--- config.mk ---
export PLATFORM = sky130hd
export DESIGN_NAME = pipe_skid_stage
export DESIGN_NICKNAME = d
export VERILOG_FILES = /design/src/rtl/pipe_pkg.sv /design/src/rtl/pipe_sat_cnt.sv /design/src/rtl/pipe_skid_stage.sv
export SDC_FILE = /design/constraint.sdc
export NUM_CORES = 1
export LEC_CHECK = 0
export ABC_AREA = 1
export BUFFER_PORTS_ARGS = -buffer_cell sky130_fd_sc_hd__buf_2
export CAP_MARGIN = 20
export CORE_AREA = 4 4 118 120
export CTS_BUF_LIST = sky130_fd_sc_hd__clkbuf_4
export DETAILED_ROUTE_END_ITERATION = 12
export DIE_AREA = 0 0 122 124
export PLACE_DENSITY = 0.77
export SLEW_MARGIN = 30
export SYNTH_ARGS = -nofsm -noshare
export SYNTH_HDL_FRONTEND = slang
export SYNTH_HIERARCHICAL = 1
export SYNTH_SLANG_ARGS = --single-unit
--- constraint.sdc ---
create_clock -name clk -period 1.45 [get_ports clk]
set_input_delay 0.29 -clock clk [delete_from_list [all_inputs] [get_ports clk]]
set_output_delay 0.29 -clock clk [all_outputs]
set_load 0.005 [all_outputs]
--- src/rtl/pipe_pkg.sv ---
// Shared pipeline-stage definitions: skid stage state encoding and the
// per-boundary payload widths used when instantiating pipe_skid_stage.
package pipe_pkg;

   typedef enum logic [1:0] {
      ST_EMPTY = 2'd0,
      ST_BUSY  = 2'd1,
      ST_FULL  = 2'd2
   } pipe_st_e;

   localparam int unsigned IF_ID_W  = 64;
   localparam int unsigned ID_EX_W  = 128;
   localparam int unsigned EX_MEM_W = 96;
   localparam int unsigned MEM_WB_W = 72;

endpackage

--- src/rtl/pipe_sat_cnt.sv ---
// Saturating up-counter with synchronous clear; clear wins over increment.
module pipe_sat_cnt #(
   parameter int unsigned CNT_W = 16
) (
   input  logic             clk,
   input  logic             rst,
   input  logic             inc,
   input  logic             clr,
   output logic [CNT_W-1:0] cnt
);

   always_ff @(posedge clk or negedge rst) begin
      if (!rst)
         cnt <= '0;
      else if (clr)
         cnt <= '0;
      else if (inc && (cnt != {CNT_W{1'b1}}))
         cnt <= cnt + CNT_W'(1);
   end

endmodule

--- src/rtl/pipe_skid_stage.sv ---
// Pipeline stage register with valid/ready handshake, 2-entry skid buffer and
// synchronous flush. Define PIPE_SKID_PERF_EN to add stall/bubble counters.
module pipe_skid_stage
   import pipe_pkg::*;
#(
   parameter int unsigned      WIDTH     = 64,
   parameter logic [WIDTH-1:0] RESET_VAL = '0,
   parameter int unsigned      CNT_W     = 16
) (
   input  logic             clk,
   input  logic             rst,
   input  logic             flush,
   input  logic             in_valid,
   output logic             in_ready,
   input  logic [WIDTH-1:0] in_data,
   output logic             out_valid,
   input  logic             out_ready,
   output logic [WIDTH-1:0] out_data
`ifdef PIPE_SKID_PERF_EN
  ,input  logic             perf_clr,
   output logic [CNT_W-1:0] stall_cnt,
   output logic [CNT_W-1:0] bubble_cnt
`endif
);

   pipe_st_e         state_q, state_nxt;
   logic [WIDTH-1:0] main_q, main_nxt;
   logic [WIDTH-1:0] skid_q, skid_nxt;
   logic             in_ready_q;
   logic             in_xfer, out_xfer;

   assign out_valid = (state_q == ST_BUSY) || (state_q == ST_FULL);
   assign in_ready  = in_ready_q;
   assign out_data  = main_q;
   assign in_xfer   = in_valid & in_ready_q;
   assign out_xfer  = out_valid & out_ready;

   always_ff @(posedge clk or negedge rst) begin
      if (!rst) begin
         state_q    <= ST_EMPTY;
         main_q     <= RESET_VAL;
         skid_q     <= RESET_VAL;
         in_ready_q <= 1'b1;
      end else begin
         state_q    <= state_nxt;
         main_q     <= main_nxt;
         skid_q     <= skid_nxt;
         in_ready_q <= (state_nxt != ST_FULL);
      end
   end

   always_comb begin
      state_nxt = state_q;
      main_nxt  = main_q;
      skid_nxt  = skid_q;
      if (flush) begin
         // Squash wins: any accepted input this cycle is dropped.
         state_nxt = ST_EMPTY;
         main_nxt  = RESET_VAL;
         skid_nxt  = RESET_VAL;
      end else begin
         case (state_q)
            ST_BUSY: begin
               if (in_xfer && out_xfer) begin
                  main_nxt = in_data;
               end else if (in_xfer) begin
                  skid_nxt  = in_data;
                  state_nxt = ST_FULL;
               end else if (out_xfer) begin
                  state_nxt = ST_EMPTY;
               end
            end
            ST_FULL: begin
               // Skid entry is older than anything upstream, so it moves up first.
               if (out_xfer) begin
                  main_nxt  = skid_q;
                  skid_nxt  = RESET_VAL;
                  state_nxt = ST_BUSY;
               end
            end
            default: begin
               if (in_xfer) begin
                  main_nxt  = in_data;
                  state_nxt = ST_BUSY;
               end else begin
                  state_nxt = ST_EMPTY;
               end
            end
         endcase
      end
   end

`ifdef PIPE_SKID_PERF_EN
   pipe_sat_cnt #(.CNT_W(CNT_W)) u_stall_cnt (
      .clk (clk),
      .rst (rst),
      .inc (out_valid & ~out_ready),
      .clr (perf_clr),
      .cnt (stall_cnt)
   );

   pipe_sat_cnt #(.CNT_W(CNT_W)) u_bubble_cnt (
      .clk (clk),
      .rst (rst),
      .inc (~out_valid),
      .clr (perf_clr),
      .cnt (bubble_cnt)
   );
`endif

endmodule

* Yosys cells after proc, flatten, opt, wreduce, memory -nomap -nowiden *
Cells that the tools add are included.

cells by class
  $add $sub $neg = 0
  multipliers = 0
  divide/modulo/power cells = 0
  $lt $le $gt $ge = 0
  eq/ne operators = 7
  shift-type cells = 0
  mux-type cells = 16
  bitwise operators = 2
  reduce and logical (&&, ||, !) cells = 6

operators by type and width
  operator                                                         count
  64-bit 2-to-1 mux                                                7
  64-bit case mux with 2 select lines                              2
  2-bit 2-to-1 mux                                                 5
  3-bit != test, second input constant                             3
  2-bit case mux with 2 select lines                               1
  4-bit AND reduction                                              1
  4-bit nonzero test                                               1
  3-bit by 2-bit != test with 1-bit output, second input constant  1
  3-bit AND reduction                                              1
  3-bit nonzero test                                               1
  1-bit bitwise AND                                                2
  2-bit by 1-bit == test with 1-bit output, second input constant  1
  2-bit == test, second input constant                             1
  2-bit != test, second input constant                             1
  1-bit logical AND                                                1
  1-bit logical OR                                                 1
  1-bit 2-to-1 mux                                                 1

word-level totals
  bits in registers = 131
  latch bits = 0
  RAM bits = 0
  memory bits (read-only) = 0
  output and inout port bits = 66
  memories = 0

* Longest topological paths before layout *
Gate-level depths: netlist of run 1.

  depth in word-level cells = 9
  gate-level depth with buffers = 12
  depth with buffers taken out = 10

* Worst setup path before layout of run 1 *
Ideal clock, no wire load.

  path type = reg2reg
  start = register state_q[0]
  end = register skid_q[49]
  library setup time = 0.116 ns
  arrival time = 1.489 ns
  data required time = 1.334 ns
  path slack = -0.156 ns
  stages on the path, launching flop included = 11
  path buffers = 2
  clock period less this slack = 1.606 ns
  path through = dfrtp_1 -> inv_1 -> ha_1 -> inv_2 -> nand2_4 -> nand2_1 -> nand2_1 -> buf_4 -> buf_2 -> nand3_1 -> nand2_1

on the way
  word-level cells in the longest chain between the ends = 6

RTL lines
  what                                                                              line                   RTL
  from (decl)                                                                       pipe_skid_stage.sv:26  pipe_st_e state_q, state_nxt;
  from (signal assigned)                                                            pipe_skid_stage.sv:45  state_q <= state_nxt;
  2-bit by 1-bit == test with 1-bit output / 2-bit == test (equally long branches)  pipe_skid_stage.sv:32  assign out_valid = (state_q == ST_BUSY) || (state_q == ST_FULL);
  1-bit logical OR (*)                                                              pipe_skid_stage.sv:32
  via out_valid                                                                     pipe_skid_stage.sv:16  output logic out_valid,
  1-bit bitwise AND (*)                                                             pipe_skid_stage.sv:36  assign out_xfer = out_valid & out_ready;
  1-bit logical AND                                                                 pipe_skid_stage.sv:64  if (in_xfer && out_xfer) begin
  3-bit != test (no line)                                                           -
  4-bit AND reduction (no line) (*)                                                 -
  to (signal assigned)                                                              pipe_skid_stage.sv:47  skid_q <= skid_nxt;
  to (decl)                                                                         pipe_skid_stage.sv:28  logic [WIDTH-1:0] skid_q, skid_nxt;

The timed path passes the listed nets; every way through them passes the cells marked *.
A chain may end at the register's enable or synchronous reset.

* Worst setup path after layout of run 1 *
  start = register state_q[0]
  end = output out_valid

on the way
  word-level cells in the longest chain between the ends = 2

RTL lines
  what                                                                              line
  2-bit by 1-bit == test with 1-bit output / 2-bit == test (equally long branches)  pipe_skid_stage.sv:32
  1-bit logical OR (*)                                                              pipe_skid_stage.sv:32
  to (decl)                                                                         pipe_skid_stage.sv:16

Every way passes the cells marked *; elsewhere a longest branch is shown, timed or not.

==> impl_results.md, run 1 <==
* Status: finished with violations
* Violated checks: negative setup slack
* Sequential Power Share at 49.5%
* Clock Latency Late Sink at 0.54 ns
* Layout Area Growth over Synthesis at 40.2%
* CTS Buf Count at 17
* Final antenna-violating net count at 0
* Max-slew violations at 0
* First-pass GRT wire length at 31200 um
* GRT Residual Overflow at 0
* Reported max-cap violation count at 0
* Sw power at 0.00269 W
* CP Class: reg -> out
* Power Density at 953 nW/um^2
* Vias in the first global route at 6241
* Starting Density at 49.5%
* Final Cycle Share at 126%
* DP HPWL at 10700 um
* Min-Delay Endpoint: skid_q[8]$_DFFE_PN0P_
* Initial drt markers at 464
* Core area at 13000 um^2
* Total GRT Usage at 26.6%
* Switching Fraction at 31.3%
* VDD IR max at 583 uV
* Synth Area per Inst at 7.29 um^2
* Post-synthesis sequential area ratio at 51.0%
* Pleak at 5.01 nW
* Reg2Reg Capture Point: out_data[32]$_DFFE_PN0P_
* Die area at 15100 um^2
* Relative slew slack at 57.3%
* Final Util at 69.4%
* Max Fclk at 0.549 GHz
* Max Fanout on Critical Path at 2
* Design area at 9010 um^2
* Reg-to-reg startpoint: state_q[1]$_DFF_PN0_
* Post-Syn Instances at 882
* Drt via density at 5.20
* Clock power frac at 25.7%
* Worst Min Path Start: in_data[8]
* RePlAce Congestion at 0.787
* Worst slew pin tran at 0.640 ns
* DRC viols at 0
* Hold WC Path Type: in -> reg
* Multi-input gate area at 3340 um^2
* Hold Violations, Final at 0
* Reg area at 3280 um^2
* CTS tree: built
* Startpoint types: flop
* Ports at 135
* Die span in y at 124 um
* Chip Width at 122 um
* Hold path depth at 5
* Clk_skew at 0.0177 ns
* Critical path endpoint category: output port
* Setup crit start: state_q[0]$_DFF_PN0_
* RSZ-0062 raised after global routing: true
* Clock sink count at 131
* YS warnings at 6
* # port buffers at 134
* Total number of vias at 6465
* Worst path arrival time at 1.53 ns
* Post-Syn Area at 6430 um^2
* Fin crit period at 1.82 ns
* Synth Register Bits at 131
* Layout filler cell count at 1028
* Worst Path Required at 1.16 ns
* Setup Viol. Count Final at 132
* Pre-Repair DR Iteration Count at 5
* Int Power at 0.00591 W
* Largest net degree at the start of global routing at 63
* Fin nets at 1127
* Placement Cell Area at 7510 um^2
* Layout cells sized above 1 at 35.8%
* Final WS setup at -0.372 ns
* Worst Reg-to-Reg Cells at 10
* Antenna violations before repair at 1
* Root Buffer Master: clkbuf_4
* FP Rows at 42
* Drt total wl at 20100 um
* Combinational share of power at 24.8%
* Post-Syn Nets at 953
* CTS H-tree depth at 4
* Post-synth cell types at 24
* R2R setup slack at -0.36 ns
* DR WL/cell at 16.2 um
* Reg clk slew, reported paths at 0.12 ns
* Clk buf depth at 2
worst max-delay path by stage:
stage                                          to
final                                   out_valid
after global routing                    out_valid
after CTS                               out_valid
after detailed placement   skid_q[58]$_DFFE_PN0P_
after global placement     skid_q[58]$_DFFE_PN0P_
after floorplan           out_data[0]$_DFFE_PN0P_
cells in the mapped netlist (all sizes together):
cell type  instances  area (um^2)
nand2            467         1780
dfrtp            130         3250
nor2              73          294
nand3             66          330
a21oi             44          220
buf               43          243
o21ai             25          129
clkbuf            17         67.6
inv               13         51.3
ha                 2         25.0
dfstp              1         26.3
nor3               1         5.00
stage by stage:
| stage | worst slack [ns] | hold slack (ns) | cells | total power, W | setup TNS (ns) |
|---|---|---|---|---|---|
| after floorplan | -0.0407 | -0.00559 | 882 | 0.00509 | -4.35 |
| after global placement | -0.203 | 0.192 | 1173 | 0.00568 | -17.87 |
| after detailed placement | -0.267 | 0.189 | 1173 | 0.00572 | -23.55 |
| after CTS | -0.399 | 0.0607 | 1247 | 0.00846 | -42.12 |
| after global routing | -0.449 | 0.0885 | 1244 | 0.00903 | -51.06 |
| final | -0.372 | 0.0851 | 1244 | 0.00859 | -40.73 |
critical path, cell delays in order (launching register included):
cell and delay (ns):
dfrtp_1 0.40, inv_2 0.07, ha_4 0.28, inv_4 0.04, buf_6 0.10, buf_6 0.11
kinds of logic (layout without fill, tap and decap cells):
group | after synthesis | count (layout) | share of synthesized area, %
AND/OR/NAND/NOR | 607 | 607 | 37.5
flip-flops | 131 | 131 | 51.0
buffers and inverters | 73 | 258 | 5.63
AO/OA/AOI/OAI | 69 | 69 | 5.43
adder cells (fa/ha/maj) | 2 | 2 | 0.389
other | 0 | 1 | 0
power by group through the flow:
stage / sequential (W) / combinational [W] / clock (W)
after CTS: 0.00422 / 0.00200 / 0.00223
after floorplan: 0.00428 / 0.000814 / 0
after global placement: 0.00428 / 0.00140 / 0
after detailed placement: 0.00429 / 0.00143 / 0
after global routing: 0.00430 / 0.00233 / 0.00240
final: 0.00426 / 0.00213 / 0.00220
placed cells by master, fill, tap and decap left out, types with 22 or more instances in the layout:
master	n
a21oi_1	44
clkbuf_4	22
nand2_2	74
nand2_4	34
o21ai_0	23
nand3_1	59
buf_6	23
nor2_1	64
nand2_1	357
buf_2	131
dfrtp_1	129
buf_4	28
layer usage:
layer	GRT usage (%)	wire [um]
met2	43.7	9690
met3	5.86	1530
met4	10.1	537
met5	0	0
met1	34.7	8340
flip-flops by register name (all words and copies together) (netlist names):
signal and flops:
out_data 64, skid_q 64, in_ready 1, state_q 2
area by class of cell:
class / instances / share of cell area, %
Inverter: 13 / 0.625
Multi-Input combinational cell: 678 / 37.0
Antenna cell: 1 / 0.0278
Clock inverter: 8 / 0.708
Sequential cell: 131 / 36.4
Timing Repair Buffer: 215 / 20.9
Clock buffer: 22 / 1.83
Tap cell: 176 / 2.44
what timing repair did:
action                                 4_1_cts  5_1_grt
hold buffers                                 1        0
gates resized for setup                     53      156
setup buffers                               27        3
pin swaps                                    1       63
gates cloned                                17        5
setup endpoints to repair                  130      133
endpoints found under the hold margin      126        0
(Power assumes the default switching activity.)
==> inputs of run 2 (changes only) <==
- TNS_END_PERCENT: not set -> 10
==> impl_results.md, run 2 (synthesis results as in run 1) <==
* Sequential Power Share at 51.9% (was 49.5%)
* Clk_skew at 0.0188 ns (was 0.0177 ns)
* Violated checks: negative setup slack (unchanged)
* Worst Min Path Start: in_data[8] (unchanged)
* Clock Latency Late Sink at 0.53 ns (was 0.54 ns)
* Reported max-cap violation count at 0 (unchanged)
* Largest net degree at the start of global routing at 49 (was 63)
* CTS H-tree depth at 4 (unchanged)
* Drt total wl at 16900 um (was 20100 um)
* Clk buf depth at 2 (unchanged)
* CTS Buf Count at 17 (unchanged)
* Relative slew slack at 68.7% (was 57.3%)
* Status: finished with violations (unchanged)
* Clock sink count at 131 (unchanged)
* Max Fclk at 0.551 GHz (was 0.549 GHz)
* Crit path to: skid_q[63]$_DFFE_PN0P_ (was out_valid)
* Layout filler cell count at 1198 (was 1028)
* CP Class: reg -> reg (was reg -> out)
* Sw power at 0.00238 W (was 0.00269 W)
* Startpoint types: flop (unchanged)
* FP Rows at 42 (unchanged)
* DP HPWL at 10700 um (about the same)
* RePlAce Congestion at 0.814 (was 0.787)
* Most frequent cells in the layout: 460 x nand2_1, 131 x buf_2, 130 x dfrtp_1 (was 357 x nand2_1, 131 x buf_2, 129 x dfrtp_1)
* Placed Instances at 1170 (was 1173)
* Worst slew pin tran at 0.469 ns (was 0.640 ns)
* Worst Reg-to-Reg Cells at 10 (unchanged)
* Core area at 13000 um^2 (unchanged)
* Die area at 15100 um^2 (unchanged)
* DRC viols at 0 (unchanged)
* Clock power frac at 27.3% (was 25.7%)
* Final Util at 63.2% (was 69.4%)
* Combinational share of power at 20.8% (was 24.8%)
* Max Fanout on Critical Path at 17 (was 2)
* First-pass GRT wire length at 28400 um (was 31200 um)
* Int Power at 0.00575 W (was 0.00591 W)
* Commonest non-fill, non-tap cell in the layout: nand2_1 (unchanged)
* Reg2Reg Capture Point: skid_q[63]$_DFFE_PN0P_ (was out_data[32]$_DFFE_PN0P_)
* Fin cells at 1226 (was 1244)
* VDD IR max at 591 uV (was 583 uV)
* # port buffers at 134 (unchanged)
* Hold WC Path Type: in -> reg (unchanged)
* Chip Width at 122 um (unchanged)
* GRT Residual Overflow at 0 (unchanged)
* Max incr delay on CP at 0.42 ns (was 0.40 ns)
* R2R setup slack at -0.36 ns (about the same)
* Final WS setup at -0.365 ns (was -0.372 ns)
* Ports at 135 (unchanged)
* Starting Density at 49.5% (unchanged)
* Power Density at 992 nW/um^2 (was 953 nW/um^2)
* Worst Path Required at 1.87 ns (was 1.16 ns)
* Layout Area Growth over Synthesis at 27.6% (was 40.2%)
* Reg-to-reg startpoint: state_q[0]$_DFF_PN0_ (was state_q[1]$_DFF_PN0_)
* Drt via density at 4.98 (was 5.20)
* Die span in y at 124 um (unchanged)
* Root Buffer Master: clkbuf_4 (unchanged)
* Crit-path cells: inv_2 -> ha_4 -> buf_4 -> nor2_4 -> nor2_2 -> nor2_4 -> nand2_4 -> bufbuf_16 -> nand2_1 -> nand2_1 (was inv_2 -> ha_4 -> inv_4 -> buf_6 -> buf_6)
* Worst path arrival time at 2.23 ns (was 1.53 ns)
* Max-slew violations at 0 (unchanged)
* Final Cycle Share at 125% (was 126%)
* Reg clk slew, reported paths at 0.12 ns (about the same)
* Final antenna-violating net count at 0 (unchanged)
* Total number of vias at 6107 (was 6465)
* Setup crit start: state_q[0]$_DFF_PN0_ (unchanged)
* CTS tree: built (unchanged)
* Fin nets at 1107 (was 1127)
* Switching Fraction at 29.2% (was 31.3%)
* Pre-Repair DR Iteration Count at 6 (was 5)
* RSZ-0062 raised after global routing: true (unchanged)
* Design area at 8200 um^2 (was 9010 um^2)
* DR WL/cell at 13.8 um (was 16.2 um)
* Setup Viol. Count Final at 130 (was 132)
* Fin crit period at 1.81 ns (was 1.82 ns)
* Placement Cell Area at 7490 um^2 (was 7510 um^2)
* Antenna violations before repair at 0 (was 1)
* Initial drt markers at 504 (was 464)
* Layout cells sized above 1 at 24.0% (was 35.8%)
* Vias in the first global route at 5893 (was 6241)
* Slowest CP cell: dfrtp_1 (unchanged)
* Pleak at 4.59 nW (was 5.01 nW)
* Final Power at 0.00813 W (was 0.00859 W)
* Total GRT Usage at 23.8% (was 26.6%)
* Critical path endpoint category: flop (was output port)
* Hold Violations, Final at 0 (unchanged)
run 2: what timing repair did:
action                                 CTS  global route
endpoints found under the hold margin  131             0
resized for setup                       32             9
setup buffers                           12             6
setup endpoints to repair              130           133
pin swaps                                5             7
cloned                                   5             0
hold buffers                             1             0
run 2: through the flow:
stage	hold slack, ns	TNS (ns)	worst slack [ns]
floorplan	-0.00559	-4.44	-0.0407
global placement	0.194	-18.77	-0.181
detailed placement	0.197	-25.38	-0.236
CTS	0.0601	-39.12	-0.396
global route	0.0701	-49.58	-0.442
finish	0.103	-38.53	-0.365
run 2: power groups by stage:
stage	clock network (W)	logic, W	registers [W]
3_3_place_gp	0	0.00143	0.00428
5_1_grt	0.00246	0.00189	0.00427
4_1_cts	0.00228	0.00165	0.00422
3_5_place_dp	0	0.00146	0.00428
6_report	0.00222	0.00169	0.00422
2_1_floorplan	0	0.000812	0.00428
run 2: layout make-up:
type	instances	area, um^2	share of cell area (%)
multi-input cells	678	2900	35.3
flip-flops and latches	131	3280	40.0
inverters	13	53.8	0.656
diodes	1	2.50	0.0305
repair buffers	195	1510	18.4
clock inverters	8	61.3	0.748
well taps	176	220	2.69
clock buffers	24	180	2.20
run 2: worst min-delay path by stage:
stage | end | depth (start not counted)
2_1_floorplan | out_data[0]$_DFFE_PN0P_ | 0
5_1_grt | skid_q[23]$_DFFE_PN0P_ | 5
6_report | skid_q[8]$_DFFE_PN0P_ | 5
4_1_cts | skid_q[53]$_DFFE_PN0P_ | 5
3_5_place_dp | out_data[57]$_DFFE_PN0P_ | 1
3_3_place_gp | out_data[59]$_DFFE_PN0P_ | 1
run 2: worst max-delay path, delay by kind of cell (launching register included):
kind	cells	cell delay, ns
DFF	1	0.42
and+or+nand+nor	6	0.51
buffers and inverters	3	0.55
adders and majority gates	1	0.22
run 2: routing by layer:
metal	up-vias	track usage [%]	wire length [um]
li1	3056	-	-
met1	2783	31.2	7400
met2	224	38.5	7970
met3	44	5.40	1090
met4	0	10.1	443
met5	-	0	0
==> inputs of run 3 (changes only) <==
- ABC_AREA: 1 -> not set
- CORE_AREA: 4 4 118 120 -> 4 4 124 126
- DIE_AREA: 0 0 122 124 -> 0 0 128 130
==> impl_results.md, run 3 <==
* Fin crit period at 2.04 ns (was 1.81 ns)
* Final Power at 0.00771 W (was 0.00813 W)
* Post-synth cell types at 31 (was 24)
* Hold Violations, Final at 0 (unchanged)
* Top delay family on crit path: compound AO/OA/AOI/OAI gates (was buffers and inverters)
* Antenna violations before repair at 0 (unchanged)
* Violated checks: negative setup slack (unchanged)
* Post-Syn Area at 7310 um^2 (was 6430 um^2)
* Post-synth ARST share at 100% (unchanged)
* Max-slew violations at 0 (unchanged)
* Synth Register Bits at 131 (unchanged)
* CTS tree: built (unchanged)
* Sequential Power Share at 51.2% (was 51.9%)
* Setup Viol. Count Final at 133 (was 130)
* Placement Cell Area at 8370 um^2 (was 7490 um^2)
* First-pass GRT wire length at 31500 um (was 28400 um)
* Pre-Repair DR Iteration Count at 6 (unchanged)
* Max incr delay on CP at 0.45 ns (was 0.42 ns)
* Int Power at 0.00550 W (was 0.00575 W)
* YS warnings at 6 (unchanged)
* RePlAce Congestion at 0.803 (was 0.814)
* Core area at 14300 um^2 (was 13000 um^2)
* Relative slew slack at 72.0% (was 68.7%)
* Crit-path cells: inv_2 -> ha_4 -> a21bo_4 -> a221oi_4 -> buf_6 -> clkbuf_16 -> mux2_4 (was inv_2 -> ha_4 -> buf_4 -> nor2_4 -> nor2_2 -> nor2_4 -> nand2_4 -> bufbuf_16 -> nand2_1 -> nand2_1)
* Power Density at 818 nW/um^2 (was 992 nW/um^2)
* Synth area leaders: dfrtp_1 44%, mux2_2 9.1%, mux2i_1 8.8% (was dfrtp_1 51%, nand2_1 27%, nand3_1 5.1%)
* Clk buf depth at 2 (unchanged)
* Ys flop type: dfrtp_1 (unchanged)
* Max Fclk at 0.491 GHz (was 0.551 GHz)
* Clock sink count at 131 (unchanged)
* Post-Syn Instances at 692 (was 882)
* DRC viols at 0 (unchanged)
* Clk_skew at 0.0181 ns (was 0.0188 ns)
* Combinational share of power at 20.8% (about the same)
* CP Class: reg -> reg (unchanged)
* Hold WC Path Type: in -> reg (unchanged)
* Reg clk slew, reported paths at 0.11 ns (was 0.12 ns)
* Slowest CP cell: dfrtp_1 (unchanged)
* Die span in y at 130 um (was 124 um)
* Reported max-cap violation count at 0 (unchanged)
* Ant diodes at 0 (was 1)
* Root Buffer Master: clkbuf_4 (unchanged)
* Most frequent cells in the layout: 131 x buf_2, 129 x dfrtp_1, 66 x nor2_1 (was 460 x nand2_1, 131 x buf_2, 130 x dfrtp_1)
* Worst slew pin tran at 0.418 ns (was 0.469 ns)
* GRT Residual Overflow at 0 (unchanged)
* Startpoint types: flop (unchanged)
* VDD IR max at 605 uV (was 591 uV)
* Vias in the first global route at 6289 (was 5893)
* Final antenna-violating net count at 0 (unchanged)
* # port buffers at 134 (unchanged)
* Switching Fraction at 28.7% (was 29.2%)
* Total GRT Usage at 23.6% (was 23.8%)
* EDFF count, synth at 0 (unchanged)
* Pleak at 4.11 nW (was 4.59 nW)
* Largest area contributor in the netlist: dfrtp_1 (unchanged)
* Met3 usage at 5.12% (was 5.40%)
* Met1 usage at 30.6% (was 31.2%)
* RSZ-0062 raised after global routing: true (unchanged)
* Worst Path Required at 1.88 ns (was 1.87 ns)
* Initial drt markers at 546 (was 504)
* Placement Setup Slack at -0.602 ns (was -0.236 ns)
* CTS Buf Count at 17 (unchanged)
* Commonest cells post-synth: 130 x dfrtp_1, 66 x nor2_1, 65 x a21oi_1, 65 x nor2b_1 (was 463 x nand2_1, 130 x dfrtp_1, 69 x nor2_1)
* Max Fanout on Critical Path at 8 (was 17)
* Design area at 9420 um^2 (was 8200 um^2)
* FP Rows at 44 (was 42)
* DR WL/cell at 19.4 um (was 13.8 um)
* Drt via density at 6.02 (was 4.98)
* Post-Syn Nets at 763 (was 953)
* Status: finished with violations (unchanged)
* Critical path endpoint category: flop (unchanged)
* Total number of vias at 6311 (was 6107)
* Worst Path Buf+Inv at 3 (unchanged)
* Ports at 135 (unchanged)
* Grt peak-use layer: met2 (unchanged)
* Final WS setup at -0.589 ns (was -0.365 ns)
* Met2 global-route usage at 39.0% (was 38.5%)
* Starting Density at 51.1% (was 49.5%)
* WHS at 0.0452 ns (was 0.103 ns)
* Final Cycle Share at 141% (was 125%)
* Final Util at 65.8% (was 63.2%)
* Clock power frac at 28.0% (was 27.3%)
* Sw power at 0.00221 W (was 0.00238 W)
* Fin nets at 923 (was 1107)
* Synth Area per Inst at 10.6 um^2 (was 7.29 um^2)
* Commonest non-fill, non-tap cell in the layout: buf_2 (was nand2_1)
* Die area at 16600 um^2 (was 15100 um^2)
* Largest net degree at the start of global routing at 67 (was 49)
* Layout Area Growth over Synthesis at 28.9% (was 27.6%)
* DP HPWL at 12100 um (was 10700 um)
* Clock Latency Late Sink at 0.54 ns (was 0.53 ns)
* Most frequent cell after synthesis: dfrtp_1 (was nand2_1)
* Drt total wl at 20300 um (was 16900 um)
* Yosys top cell area share at 44.5% (was 50.6%)
* Worst path arrival time at 2.47 ns (was 2.23 ns)
* CTS H-tree depth at 4 (unchanged)
* Layout cells sized above 1 at 34.1% (was 24.0%)
* Chip Width at 128 um (was 122 um)
* Post-synthesis sequential area ratio at 44.8% (was 51.0%)
* Layout filler cell count at 1110 (was 1198)
[run 3: changes by cell type after synthesis, moves of 44 or more]
cell,delta
nand3_1,-63
nand4b_1,+64
o311ai_0,+64
mux2_2,+59
mux2i_1,+64
nand2_1,-463
nor2b_1,+65
clkbuf_1,+44
[run 3: repair_timing]
item                                   CTS  global route
gates resized for setup                 72            56
endpoints found under the hold margin  168             0
hold buffers                            39             0
gates cloned                             3             3
setup endpoints to repair              133           133
buffers inserted                         4             2
pin swaps                                1            17
[run 3: kinds of logic after synthesis]
kind of cell,synth area share (%)
mux,18.6
buf+inv,5.44
fa+ha+maj,0.342
simple gates,17.6
flops,44.8
compound gates,13.2
[run 3: power groups by stage]
stage          sequential (W)  combinational [W]  clock, W
3_3_place_gp          0.00400            0.00121         0
4_1_cts               0.00394            0.00150   0.00222
5_1_grt               0.00397            0.00173   0.00234
6_report              0.00395            0.00161   0.00216
2_1_floorplan         0.00401           0.000669         0
3_5_place_dp          0.00401            0.00125         0
[run 3: through the flow]
stage / std cells / TNS, ns
6_report: 1049 / -53.84
5_1_grt: 1049 / -64.75
4_1_cts: 1045 / -58.28
3_5_place_dp: 967 / -67.41
3_3_place_gp: 967 / -58.21
2_1_floorplan: 692 / -64.62
[run 3: cell type report]
class                      instances  area (um^2)  share of cell area [%]
clock buffer                      18          135                    1.43
clock inverter                    14         96.3                    1.02
inverter                           3         11.3                   0.119
multi-input combinational        472         3870                    41.0
sequential                       131         3280                    34.8
tap                              184          230                    2.44
timing repair buffer             227         1800                    19.1
[run 3: final timing paths]
kind / slack [ns] / endpoint / cells past startpoint / start
max reg2reg: -0.59 / out_data[20]$_DFFE_PN0P_ / 7 / state_q[1]$_DFF_PN0_
max: -0.59 / out_data[20]$_DFFE_PN0P_ / 7 / state_q[1]$_DFF_PN0_
min reg2reg: 0.55 / skid_q[4]$_DFFE_PN0P_ / 2 / skid_q[4]$_DFFE_PN0P_
min: 0.05 / skid_q[25]$_DFFE_PN0P_ / 3 / in_data[25]
max in group asynchronous: 0.68 / out_data[25]$_DFFE_PN0P_ / 3 / rst
min in group asynchronous: 0.17 / skid_q[49]$_DFFE_PN0P_ / 2 / rst
[run 3: routing by layer]
layer,wire (um),part of all wire (%)
met1,8590,42
met2,10100,50
met3,1200,5.9
met4,468,2.3
met5,0,0
[run 3: worst min-delay path, stage by stage]
cell and delay (ns):
buf_2 0.11, nand4b_1 0.09, a21oi_1 0.06
